`config.mk`:
```
export PLATFORM = sky130hd
export DESIGN_NAME = mem_loader
export DESIGN_NICKNAME = d
export VERILOG_FILES = /design/src/rtl/mem_loader.sv
export SDC_FILE = /design/constraint.sdc
export NUM_CORES = 1
export LEC_CHECK = 0
export CORE_ASPECT_RATIO = 0.75
export CORE_MARGIN = 2
export CORE_UTILIZATION = 25
export CTS_BUF_LIST = sky130_fd_sc_hd__clkbuf_16
export DETAILED_ROUTE_END_ITERATION = 6
export HOLD_SLACK_MARGIN = 0.05
export PLACE_DENSITY = 0.54
export RECOVER_POWER = 25
export SKIP_LAST_GASP = 1
export SYNTH_ARGS = -nofsm -noshare
export SYNTH_HDL_FRONTEND = slang
export SYNTH_SLANG_ARGS = --single-unit
```
`constraint.sdc`:
```
create_clock -name CLK -period 5.5 [get_ports CLK]
set_input_delay 0.55 -clock CLK [delete_from_list [all_inputs] [get_ports CLK]]
set_output_delay 0.55 -clock CLK [all_outputs]
set_load 0.005 [all_outputs]
```
`src/rtl/mem_loader.sv`:
```
// Byte-stream memory loader: SYNC/CMD framed block writes into memory, then release of the CPU reset.
// Optional checksum byte after each LOAD frame when LOADER_CHKSUM_EN is defined.
module mem_loader #(
    parameter logic [7:0] SYNC_BYTE = 8'hA5,
    parameter logic [7:0] CMD_LOAD  = 8'h01,
    parameter logic [7:0] CMD_RUN   = 8'h02
) (
    input  logic        CLK,
    input  logic        R,
    input  logic [7:0]  IN_DATA,
    input  logic        IN_VALID,
    output logic        IN_READY,
    output logic        MEM_WE,
    output logic [15:0] MEM_ADDR,
    output logic [7:0]  MEM_DATA,
    output logic        CPU_R,
    output logic        ERR
);

    typedef enum logic [7:0] {
        ST_SYNC    = 8'b0000_0001,
        ST_CMD     = 8'b0000_0010,
        ST_ADDR_LO = 8'b0000_0100,
        ST_ADDR_HI = 8'b0000_1000,
        ST_LEN     = 8'b0001_0000,
        ST_DATA    = 8'b0010_0000,
        ST_CHK     = 8'b0100_0000,
        ST_RUN     = 8'b1000_0000
    } state_t;

    state_t      state, state_nxt;
    logic [15:0] ptr, ptr_nxt;
    logic [8:0]  cnt, cnt_nxt;      // bytes left in frame; 9 bits so LEN=0 can mean 256
    logic        err, err_nxt;
    logic        accept;
    logic        wr_p0;

    logic        vld_p1;
    logic [15:0] addr_p1;
    logic [7:0]  data_p1;

`ifdef LOADER_CHKSUM_EN
    logic [7:0] sum, sum_nxt;

    function automatic logic [7:0] add8(input logic [7:0] a, input logic [7:0] b);
        return a + b;
    endfunction
`endif

    assign IN_READY = R && (state != ST_RUN);
    assign accept   = IN_VALID && IN_READY;
    assign wr_p0    = accept && (state == ST_DATA);

    always_comb begin
        state_nxt = state;
        ptr_nxt   = ptr;
        cnt_nxt   = cnt;
        err_nxt   = err;
`ifdef LOADER_CHKSUM_EN
        sum_nxt   = sum;
`endif
        case (state)
            ST_SYNC: begin
                if (accept && IN_DATA == SYNC_BYTE) state_nxt = ST_CMD;
            end
            ST_CMD: begin
                if (accept) begin
                    if (IN_DATA == CMD_LOAD) begin
                        state_nxt = ST_ADDR_LO;
                    end else if (IN_DATA == CMD_RUN) begin
                        state_nxt = ST_RUN;
                    end else begin
                        err_nxt   = 1'b1;
                        state_nxt = ST_SYNC;
                    end
                end
            end
            ST_ADDR_LO: begin
                if (accept) begin
                    ptr_nxt   = {ptr[15:8], IN_DATA};
                    state_nxt = ST_ADDR_HI;
`ifdef LOADER_CHKSUM_EN
                    sum_nxt   = IN_DATA;
`endif
                end
            end
            ST_ADDR_HI: begin
                if (accept) begin
                    ptr_nxt   = {IN_DATA, ptr[7:0]};
                    state_nxt = ST_LEN;
`ifdef LOADER_CHKSUM_EN
                    sum_nxt   = add8(sum, IN_DATA);
`endif
                end
            end
            ST_LEN: begin
                if (accept) begin
                    cnt_nxt   = (IN_DATA == 8'h00) ? 9'd256 : {1'b0, IN_DATA};
                    state_nxt = ST_DATA;
`ifdef LOADER_CHKSUM_EN
                    sum_nxt   = add8(sum, IN_DATA);
`endif
                end
            end
            ST_DATA: begin
                if (accept) begin
                    ptr_nxt = ptr + 16'd1;
                    cnt_nxt = cnt - 9'd1;
`ifdef LOADER_CHKSUM_EN
                    sum_nxt = add8(sum, IN_DATA);
                    if (cnt == 9'd1) state_nxt = ST_CHK;
`else
                    if (cnt == 9'd1) state_nxt = ST_SYNC;
`endif
                end
            end
            ST_CHK: begin
`ifdef LOADER_CHKSUM_EN
                if (accept) begin
                    if (add8(sum, IN_DATA) != 8'h00) err_nxt = 1'b1;
                    state_nxt = ST_SYNC;
                end
`else
                state_nxt = ST_SYNC;
`endif
            end
            ST_RUN: begin
                state_nxt = ST_RUN;
            end
            default: begin
                state_nxt = ST_SYNC;
            end
        endcase
    end

    always_ff @(posedge CLK) begin
        if (!R) begin
            state <= ST_SYNC;
            ptr   <= 16'h0000;
            cnt   <= 9'd0;
            err   <= 1'b0;
`ifdef LOADER_CHKSUM_EN
            sum   <= 8'h00;
`endif
        end else begin
            state <= state_nxt;
            ptr   <= ptr_nxt;
            cnt   <= cnt_nxt;
            err   <= err_nxt;
`ifdef LOADER_CHKSUM_EN
            sum   <= sum_nxt;
`endif
        end
    end

    // p0 -> p1: accepted data byte becomes a one-cycle memory write
    always_ff @(posedge CLK) begin
        if (!R) begin
            vld_p1  <= 1'b0;
            addr_p1 <= 16'h0000;
            data_p1 <= 8'h00;
        end else begin
            vld_p1 <= wr_p0;
            if (wr_p0) begin
                addr_p1 <= ptr;
                data_p1 <= IN_DATA;
            end
        end
    end

    assign MEM_WE   = vld_p1;
    assign MEM_ADDR = addr_p1;
    assign MEM_DATA = data_p1;
    assign CPU_R    = (state != ST_RUN);
    assign ERR      = err;

endmodule

```
==> results by group <==
Synthesis
  • Yosys warnings: 0
  • Syn_nets: 416
  • Synth Flop Type: dfxtp_1
  • Distinct cells, synth: 66
  • Yosys top cell area share: 36.2%
  • Post-synthesis sequential area ratio: around 36%
  • Gate Count Post-Synth: 402
  • Asr flop ratio synth: 0%
  • Area contributors post-synth: dfxtp_1, nand2_1, a21oi_1
  • Most common cell in the netlist: nand2_1
  • List of most frequent post-synthesis cells: nand2_1, dfxtp_1, a21oi_1
  • Number of synthesized flops with an enable pin: 0
  • Netlist Area Pre-Place: between 3000 and 4000 µm²
  • Avg Synthesized Cell Area: ~8 µm²
  • Dominant cell type by area after synthesis: dfxtp_1
  • Synthesized flop and latch total: 58

Worst setup path
  • Largest delay share family, worst path: buffers and inverters
  • Worst Path Buf+Inv: 3
  • Crit-path max FO: 26
  • Crit path cell chain: clkdlybuf4s50_1 -> buf_4 -> nand2_1 -> a21oi_1 -> nand2_4 -> clkinv_2 -> nand2_1 -> a21oi_1
  • CP max-delay cell: a21oi_1
  • R2R depth: 6
  • Startpoint types: primary input
  • Arr. time, crit path: 3.25 ns
  • WS Path Type: in -> reg
  • Max stage delay on crit path: between 0.7 and 0.8 ns
  • Crit path depth: 8
  • WP data required: 5.75 ns
  • Worst setup EP type: flip-flop
  • Worst R2R Setup Slack: 2.83 ns

Cells and area
  • Post-route cell area: 3940 µm²
  • Final core occ: a little under a third
  • Share of layout cells above drive strength 1: 8.10%
  • N_diodes: 0
  • Layout Nets: between 400 and 500
  • Layout Area Growth over Synthesis: 22.8%

Global route
  • Initial antenna violation count: 0
  • Total Routing Usage GR: 14.5%
  • Vias in the first global route: between 2,000 and 3,000
  • Largest net degree at the start of global routing: 40
  • First-pass GRT wire length: ~16 mm
  • GRT Residual Overflow: 0

Detailed routing
  • Final ANT Viol Nets: 0
  • WL final: 9.38 mm
  • Post-route DRC: 0
  • DR vias/cell: 5.16
  • Drt pass-1 iters: 5
  • DRT iter0 DRCs: 243
  • DR WL/cell: approximately 16 µm
  • Via Count: 3,088

Timing
  • Final setup vio count: 0
  • Setup_tns: 0 ns
  • Slew headroom: 36.9%
  • Worst slew pin tran: between 0.9 and 1 ns
  • Fmax: 334 MHz
  • Clock Skew: between 0.009 and 0.01 ns
  • Post-layout min period: between 2 and 3 ns
  • Crit share post-route: 54.5%
  • Slew Viols, Final: 0
  • Final Hold Fails: 0
  • Worst Slack Setup Final: 2.50 ns
  • RSZ-0062 raised after global routing: no

Placed design
  • GPL Wtd Cong: between 0.8 and 0.9
  • Dpl cell area: approximately 3700 µm²
  • Worst slack, placed: 2.17 ns
  • Port Buffers: 38
  • Post-DP HPWL: 6.54 mm

Clock tree
  • Postcts setup bufs: 0
  • CTS Buf Count: 9
  • Clock Tree Buf Depth: 2
  • # hold bufs at CTS: 0
  • Reg clk slew, reported paths: 0.05 ns
  • CTS Sinks: 58
  • CTS tree: done
  • CTS-repair resized insts: 0
  • Worst-skew pair later-pin latency: 0.33 ns
  • H-Tree Level Count: 3
  • CTS root buf: clkbuf_16

Worst hold path
  • Hold Path Cell Cnt: 2
  • Tightest Hold Check Type: reg -> reg

Power
  • Power Total: 0.000984 W
  • Leakage: 1.38 nW
  • Max VDD drop: 0.135 mV
  • Pwr dens: 250 nW/µm²

Status
  • Run status: finished clean

Floorplan
  • Initial Utilization: 25.9%
  • Die area: 13,800 µm²
  • IO Pins: 39
  • Die Y: 102 µm
  • Site row count: 35
  • Die width: 135 µm
  • Placeable Area: 12,400 µm²

Flow run
  • Number of max-cap violations: 0
==> where the power goes <==
part | switching (W) | total [W] | internal, W
clock | 0.000185 | 0.000526 | 0.000341
combinational | 0.0000245 | 0.0000368 | 0.0000124
sequential | 0.000000326 | 0.000421 | 0.000421
total | 0.000210 | 0.000984 | 0.000774
==> cells in the final DEF (no fill, tap or decap), drive strengths merged, types with 7 or more instances in the layout <==
master	n
dfxtp	58
o21a	7
dlygate4sd3	21
nor4	10
inv	12
clkdlybuf4s50	17
nand3	17
nor3	11
and3	7
o21ai	31
a21oi	51
nand2	70
nor2	17
clkbuf	9
==> per-layer routing <==
layer,global-route usage [%],wire [µm],vias to the layer above
li1,-,-,1523
met1,20.5,4840,1473
met2,21.0,3980,83
met3,4.02,483,9
met4,5.02,80,0
met5,0,0,-
==> per-stage QoR <==
stage          instances  hold WS [ns]
5_1_grt              598         0.472
3_5_place_dp         582         0.450
6_report             598         0.452
4_1_cts              598         0.457
2_1_floorplan        402         0.432
3_3_place_gp         582         0.450
==> worst reg2reg max path, delay by kind of cell (launching register included) <==
| kind | cells | cell delay, ns |
|---|---|---|
| and+or+nand+nor | 3 | 0.64 |
| AOI/OAI and AO/OA | 2 | 0.91 |
| DFF | 1 | 0.69 |
| buffers and inverters | 1 | 0.36 |
==> flip-flops by register name, summed over array words and instances (netlist names) <==
register  count
ERR           1
MEM_ADDR     16
MEM_DATA      8
MEM_WE        1
cnt           9
ptr          16
state         7
==> path summary, 6_finish.rpt <==
kind,start,to
worst max-delay path,R,MEM_DATA[1]$_SDFFE_PN0P_
worst min-delay path,MEM_DATA[0]$_SDFFE_PN0P_,MEM_DATA[0]$_SDFFE_PN0P_
worst max register to register,state[4]$_SDFFE_PN0P_,MEM_DATA[1]$_SDFFE_PN0P_
worst min register to register,MEM_DATA[0]$_SDFFE_PN0P_,MEM_DATA[0]$_SDFFE_PN0P_
==> cell families (layout without fill, tap and decap cells) <==
group,after synthesis,count (layout),synth area share (%)
buf+inv,36,66,5.93
compound gates,124,124,23.7
fa+ha+maj,3,3,1.17
mux,4,4,1.25
flops,58,58,36.2
xor+xnor,7,7,1.91
simple gates,170,170,29.8
==> cell type report <==
class	instances	area [µm²]
tap	166	208
clock inverter	7	53.8
multi-input combinational	308	1860
fill	1305	8460
sequential	58	1160
inverter	10	38.8
clock buffer	9	225
timing repair buffer	40	395
Note: power is estimated with default switching activity, not from simulation.
